<file path="config.mk">
export PLATFORM = sky130hd
export DESIGN_NAME = urv_writeback
export DESIGN_NICKNAME = d
export VERILOG_FILES = /design/src/rtl/urv_writeback.sv
export SDC_FILE = /design/constraint.sdc
export NUM_CORES = 1
export LEC_CHECK = 0
export CORE_ASPECT_RATIO = 0.9
export CORE_UTILIZATION = 37
export CTS_CLUSTER_SIZE = 28
export DETAILED_ROUTE_END_ITERATION = 8
export GPL_ROUTABILITY_DRIVEN = 0
export HOLD_SLACK_MARGIN = 0.12
export MAX_ROUTING_LAYER = met4
export PLACE_DENSITY = 0.95
export SLEW_MARGIN = 20
export SYNTH_ARGS = -nofsm -noshare
export SYNTH_HDL_FRONTEND = slang
export SYNTH_SLANG_ARGS = --single-unit
</file>
<file path="constraint.sdc">
create_clock -name clk_i -period 7.01 [get_ports clk_i]
set_clock_uncertainty 0.1 [all_clocks]
set_input_delay 2.103 -clock clk_i [delete_from_list [all_inputs] [get_ports clk_i]]
set_output_delay 2.103 -clock clk_i [all_outputs]
set_load 0.02 [all_outputs]
</file>
<file path="src/rtl/urv_writeback.sv">
// Writeback stage: selects the rd value, formats load data and drives the register-file write port.
// Holds the pipeline while a load/store waits on data memory; a wait counter aborts hung accesses.
module urv_writeback #(
  parameter int unsigned g_mem_timeout   = 255,
  parameter int unsigned g_timeout_width = 8
) (
  input  logic        clk_i,
  input  logic        rst_n_i,
  input  logic        x_valid_i,
  input  logic [2:0]  x_fun_i,
  input  logic        x_load_i,
  input  logic        x_store_i,
  input  logic [4:0]  x_rd_i,
  input  logic [31:0] x_rd_value_i,
  input  logic        x_rd_write_i,
  input  logic [1:0]  x_rd_source_i,
  input  logic [31:0] x_dm_addr_i,
  input  logic [31:0] x_shifter_rd_value_i,
  input  logic [31:0] x_multiply_rd_value_i,
  input  logic [31:0] dm_data_l_i,
  input  logic        dm_load_done_i,
  input  logic        dm_store_done_i,
  output logic        w_stall_req_o,
  output logic        w_bus_err_o,
  output logic [4:0]  rf_rd_o,
  output logic [31:0] rf_rd_value_o,
  output logic        rf_rd_write_o
);

  typedef enum logic [1:0] {S_IDLE, S_WAIT_LD, S_WAIT_ST} state_t;

  localparam logic [g_timeout_width-1:0] TMO_LAST =
    (g_mem_timeout == 0) ? '0 : g_timeout_width'(g_mem_timeout - 1);

  state_t                     state_q, state_d;
  logic [g_timeout_width-1:0] cnt_q, cnt_d;
  logic [2:0]                 fun_q, fun_d;
  logic [1:0]                 addr_q, addr_d;
  logic [4:0]                 rd_q, rd_d;
  logic                       rdw_q, rdw_d;

  logic        ld_req, st_req, waiting, done, tmo_hit, timeout, stall, is_load;
  logic [2:0]  fun;
  logic [1:0]  addr;
  logic [7:0]  byte_v;
  logic [15:0] half_v;
  logic [31:0] ld_val, src_val;
  logic        unused_addr;

  assign unused_addr = ^x_dm_addr_i[31:2];

  always_comb begin
    ld_req  = x_valid_i & x_load_i;
    st_req  = x_valid_i & x_store_i;
    waiting = (state_q != S_IDLE);
    done    = (state_q == S_WAIT_LD) ? dm_load_done_i : dm_store_done_i;
    // Zero timeout disables the abort entirely; the counter just saturates.
    tmo_hit = (g_mem_timeout != 0) && (cnt_q == TMO_LAST);
    timeout = waiting & ~done & tmo_hit;

    state_d = state_q;
    cnt_d   = cnt_q;
    fun_d   = fun_q;
    addr_d  = addr_q;
    rd_d    = rd_q;
    rdw_d   = rdw_q;
    stall   = 1'b0;

    case (state_q)
      S_IDLE: begin
        if (ld_req && !dm_load_done_i) begin
          state_d = S_WAIT_LD;
          stall   = 1'b1;
        end else if (st_req && !dm_store_done_i) begin
          state_d = S_WAIT_ST;
          stall   = 1'b1;
        end
        if (state_d != S_IDLE) begin
          cnt_d  = '0;
          fun_d  = x_fun_i;
          addr_d = x_dm_addr_i[1:0];
          rd_d   = x_rd_i;
          rdw_d  = x_rd_write_i;
        end
      end
      default: begin
        if (done || timeout) state_d = S_IDLE;
        else                 stall   = 1'b1;
        if (cnt_q != '1) cnt_d = cnt_q + 1'b1;
      end
    endcase
  end

  // While waiting, formatting and destination come from the values latched on entry.
  always_comb begin
    fun  = waiting ? fun_q  : x_fun_i;
    addr = waiting ? addr_q : x_dm_addr_i[1:0];

    case (addr)
      2'd0:    byte_v = dm_data_l_i[7:0];
      2'd1:    byte_v = dm_data_l_i[15:8];
      2'd2:    byte_v = dm_data_l_i[23:16];
      default: byte_v = dm_data_l_i[31:24];
    endcase
    half_v = addr[1] ? dm_data_l_i[31:16] : dm_data_l_i[15:0];

    case (fun)
      3'b000:  ld_val = {{24{byte_v[7]}}, byte_v};
      3'b100:  ld_val = {24'd0, byte_v};
      3'b001:  ld_val = {{16{half_v[15]}}, half_v};
      3'b101:  ld_val = {16'd0, half_v};
      default: ld_val = dm_data_l_i;
    endcase

    case (x_rd_source_i)
      2'd0:    src_val = x_rd_value_i;
      2'd1:    src_val = x_shifter_rd_value_i;
      2'd2:    src_val = x_multiply_rd_value_i;
      default: src_val = '0;
    endcase

    is_load       = (state_q == S_WAIT_LD) || (state_q == S_IDLE && ld_req);
    rf_rd_value_o = is_load ? ld_val : src_val;
    rf_rd_o       = waiting ? rd_q : x_rd_i;

    case (state_q)
      S_IDLE:    rf_rd_write_o = ld_req ? (x_rd_write_i & dm_load_done_i)
                                        : (x_valid_i & x_rd_write_i & ~x_store_i);
      S_WAIT_LD: rf_rd_write_o = rdw_q & dm_load_done_i;
      default:   rf_rd_write_o = 1'b0;
    endcase
    rf_rd_write_o = rf_rd_write_o & rst_n_i;
    w_stall_req_o = stall & rst_n_i;
    w_bus_err_o   = timeout & rst_n_i;
  end

  always_ff @(posedge clk_i) begin
    if (!rst_n_i) begin
      state_q <= S_IDLE;
      cnt_q   <= '0;
      fun_q   <= '0;
      addr_q  <= '0;
      rd_q    <= '0;
      rdw_q   <= 1'b0;
    end else begin
      state_q <= state_d;
      cnt_q   <= cnt_d;
      fun_q   <= fun_d;
      addr_q  <= addr_d;
      rd_q    <= rd_d;
      rdw_q   <= rdw_d;
    end
  end

endmodule
</file>
## Word level (Yosys, flattened, before mapping)

Index checks and enable logic that the tools add are counted.

| word-level totals | value |
|---|---|
| output and inout bits | 40 |
| register bits | 21 |
| input port bits | 178 |
| logic and storage cells | 71 |

| cells by class | value |
|---|---|
| multiplexer cells | 23 |
| reductions and logical operators | 17 |
| add/subtract/negate cells | 1 |
| eq/ne operators | 11 |
| bitwise logic cells | 13 |

Operators by type and width:

| kind | number |
|---|---|
| 32-bit case mux with 4 select lines | 1 |
| 32-bit case mux with 3 select lines | 1 |
| 32-bit two-way mux | 1 |
| 8-bit two-way mux | 3 |
| 8-bit case mux with 3 select lines | 1 |
| 16-bit two-way mux | 1 |
| 2-bit two-way mux | 6 |
| 1-bit bitwise AND | 11 |
| 8-bit by 1-bit adder with 8-bit output, second input constant | 1 |
| 8-bit == test, second input constant | 1 |
| 8-bit != test, second input constant | 1 |
| 2-bit nonzero test | 4 |
| 2-bit by 1-bit == test with 1-bit output, second input constant | 3 |
| 3-bit == test, second input constant | 2 |
| 2-bit logical NOT | 3 |
| 1-bit two-way mux | 6 |
| 5-bit two-way mux | 1 |
| 2-bit == test, second input constant | 2 |
| 2-bit AND reduction | 2 |
| 3-bit by 1-bit == test with 1-bit output, second input constant | 1 |
| 1-bit logical AND | 3 |
| 3-bit logical NOT | 1 |
| 3-bit two-way mux | 1 |
| 1-bit logical NOT | 2 |
| other kinds (4) | 6 |

## Depth between registers and ports, before layout

| depth | value |
|---|---|
| depth in word-level cells | 9 |
| mapped depth | 8 |
| mapped depth without buffers | 6 |

## Worst setup path after synthesis

Ideal clock, no wire load.

| timing path | value |
|---|---|
| path type | input to output |
| start point | input x_dm_addr_i[1] |
| end point | output rf_rd_value_o[0] |
| slack | 1.035 ns |
| data required time | 4.807 ns |
| buffers on the path | 2 |
| data arrival time | 3.772 ns |
| cell stages on the path | 7 |
| cell sequence | or3b_1 -> buf_2 -> and2_1 -> buf_2 -> mux2i_1 -> o2bb2ai_1 -> a221oi_1 |

| between the ends | value |
|---|---|
| longest elaborated chain between the ends | 5 |
| elaborated cells between the ends (all ways) | 8 |
| those cells by class | eq/ne: 2; mux: 5; reduce/logical: 1 |

Ends and longest elaborated chain:

| what | line | source |
|---|---|---|
| start: declaration | 17 | `input logic [31:0] x_dm_addr_i,` |
| 2-bit two-way mux (*) | 97 | `addr = waiting ? addr_q : x_dm_addr_i[1:0];` |
| 2-bit == test, or another cell as far along | 99 | `case (addr)` |
| 8-bit case mux with 3 select lines | 99 |  |
| 32-bit case mux with 4 select lines (*) | 107 | `case (fun)` |
| 32-bit two-way mux (*) | 123 | `rf_rd_value_o = is_load ? ld_val : src_val;` |
| end: declaration | 26 | `output logic [31:0] rf_rd_value_o,` |

Every way passes the cells marked *; elsewhere a longest branch is shown, timed or not.

## Final worst setup path

| timing path | value |
|---|---|
| start point | input x_dm_addr_i[1] |
| end point | output rf_rd_value_o[27] |

The elaborated chain is that of the path after synthesis.

==> flow_summary.ini <==
[placement]
pre_cts_slack_ns = 0.0350
dpl.hpwl_um = 9680
place_area_mm2 = 0.00475
port_buffers = 187

[grt]
grt-ovfl-total = 0
grt_antenna_before_repair = 1
grt_max_degree = 33
grt_first_pass_wirelength_um = 18700
grt_pass1_vias = 3741
grtUsageTotal = 0.310

[synthesis]
yosys-top-cells-count = 79 x nand2_1, 50 x mux2i_1, 28 x o21ai_0
syn-cell-area_mm2 = 0.00276
synth.distinct_cells = 50
synth_edf_count = 0
synth_most_common_cell = nand2_1
seq_area_frac_synth = 0.153
netlist_instances = 395
synthTopCellsByArea = mux2i_1 18%, dfxtp_1 15%, nand2_1 11%
synth_top_cell_by_area = mux2i_1
synth_nets = 575
async_flop_share = 0
ys_ff_latch = 21
yosys_most_used_dff = dfxtp_1
syn_avg_cell_area_um2 = 6.98
synth_top_cell_area_share = 0.182
ys.warnings.count = 0

[sta]
grt_setup_unrepaired = no
hold_violations = 0
worst_pin_slew_ns = 0.867
final.period_utilization = 0.990
final_max_slew_viol_count = 0
max_slew_margin = 0.421
fin_crit_ns = 6.94
setup_viol = 0
fin_ws_ns = 0.0694
clock.fmax_ghz = 0.144
finalSetupTns_ns = 0

[power]
ir_drop_uv = 70.6
power_density_mw_per_mm2 = 112
leakage_uw = 0.00197

[clocking]
cts_tree = built
root_buffer = clkbuf_8
cts.sinks = 21
ctsHoldBuffers = 0
path_clk_slew_ns = 0.08
clock_latency_ns = 0.26
cts_htree_levels = 1
cts-buffers-inserted = 3
cts_buffer_depth = 2

[worst_hold_path]
hold_class = reg2reg
min_path_cells = 2

[critical_path]
reg2reg_depth = 6
crit_fanout = 16
cp.required_ns = 4.81
worstSetupPathType = in2out
cp-start-kind = input port
endpoint_kind = output pin
worst_ep_arrival_time_ns = 4.74

[drt]
drt_iter0_markers = 476
drtAntennaViolNets = 0
drt_drc_violations_left = 0
drt_wl_total_um = 12100
viasPerCell = 5.91
vias = 3936
wl_per_cell_um = 18.2
drt-pass1-iter-count = 6

[die]
fp.dieH_um = 83.9
pin_count = 218
die-area_mm2 = 0.00780
chipWidth_um = 93.0
core_area_mm2 = 0.00711
rows = 29
initial_core_util = 0.387

[run_status]
outcome = finished clean

[final_layout]
fin_nets = 753
final_util = 0.676
drive_gt1_frac = 0.0542
area_growth_pct = 74.6
final_area_mm2 = 0.00481

[flow_run]
max_cap_violations = 0
stage by stage:
stage / hold WS, ns / total power [uW] / std cells
2_1_floorplan: 0.352 / 278 / 395
3_3_place_gp: 0.369 / 447 / 661
3_5_place_dp: 0.380 / 455 / 661
4_1_cts: 0.393 / 534 / 665
5_1_grt: 0.432 / 565 / 666
6_report: 0.394 / 538 / 666
sequential cells by signal, summed over array words and instances, names as in the netlist:
| signal | count |
|---|---|
| addr_q | 2 |
| cnt_q | 8 |
| fun_q | 3 |
| rd_q | 5 |
| rdw_q | 1 |
| state_q | 2 |
power breakdown:
group	total (uW)	internal (uW)	switching (uW)	leakage, uW
Clock	80.5	39.7	40.8	0.0000255
Combinational	329	176	153	0.00178
Sequential	128	123	4.48	0.000171
Total	538	339	198	0.00197
layout by cell type (no fill, tap or decap), types with 9 or more instances in the layout:
| cell | Yosys | final |
|---|---|---|
| clkdlybuf4s50_1 | 0 | 183 |
| nor2_1 | 26 | 26 |
| mux2i_1 | 50 | 50 |
| dfxtp_1 | 21 | 21 |
| nand2_1 | 79 | 79 |
| a211oi_1 | 9 | 9 |
| nand3_1 | 14 | 14 |
| buf_4 | 0 | 13 |
| o21ai_0 | 28 | 28 |
| a21oi_1 | 19 | 18 |
| a221oi_1 | 21 | 21 |
logic make-up after synthesis:
logic type / Yosys count / synth area share
AND/OR/NAND/NOR: 159 / 0.269
XOR/XNOR: 3 / 0.00954
multiplexers: 52 / 0.190
adder cells (fa/ha/maj): 2 / 0.00908
flip-flops: 21 / 0.153
buffers and inverters: 32 / 0.0509
AO/OA/AOI/OAI: 126 / 0.319
routing by layer:
metal | wire [um] | up-vias | track usage | part of all wire
li1 | - | 1832 | - | -
met2 | 5580 | 264 | 0.499 | 0.46
met1 | 4860 | 1794 | 0.383 | 0.40
met4 | 558 | 0 | 0.124 | 0.046
met5 | 0 | - | - | 0
met3 | 1090 | 46 | 0.0501 | 0.090
timing repair:
| item | CTS | global route |
|---|---|---|
| setup endpoints to repair | 0 | 3 |
| setup buffers | 0 | 0 |
| hold endpoints to repair | 0 | 0 |
| gates resized for setup | 0 | 4 |
final timing paths:
check	start	slack (ns)	endpoint
max	x_dm_addr_i[1]	0.07	rf_rd_value_o[27]
min	fun_q[2]	0.39	fun_q[2]
max reg2reg	state_q[1]	4.82	cnt_q[1]
min reg2reg	fun_q[2]	0.39	fun_q[2]
cell type report:
cell class / instances / area, um2
tap: 93 / 116
timing repair buffer: 202 / 2010
sequential: 21 / 420
clock buffer: 3 / 41.3
clock inverter: 1 / 5.00
fill: 538 / 2300
multi-input combinational: 342 / 2200
inverter: 3 / 11.3
antenna: 1 / 2.50
worst max-delay path: stages:
cell             delay (ns)
clkdlybuf4s50_1        0.54
or3b_1                 0.40
buf_4                  0.17
a21bo_2                0.21
a211oi_1               0.29
o21ai_1                0.12
buf_4                  0.20
nand2_1                0.08
clkdlybuf4s50_1        0.62
No activity file was read; power rests on OpenSTA's default activity.
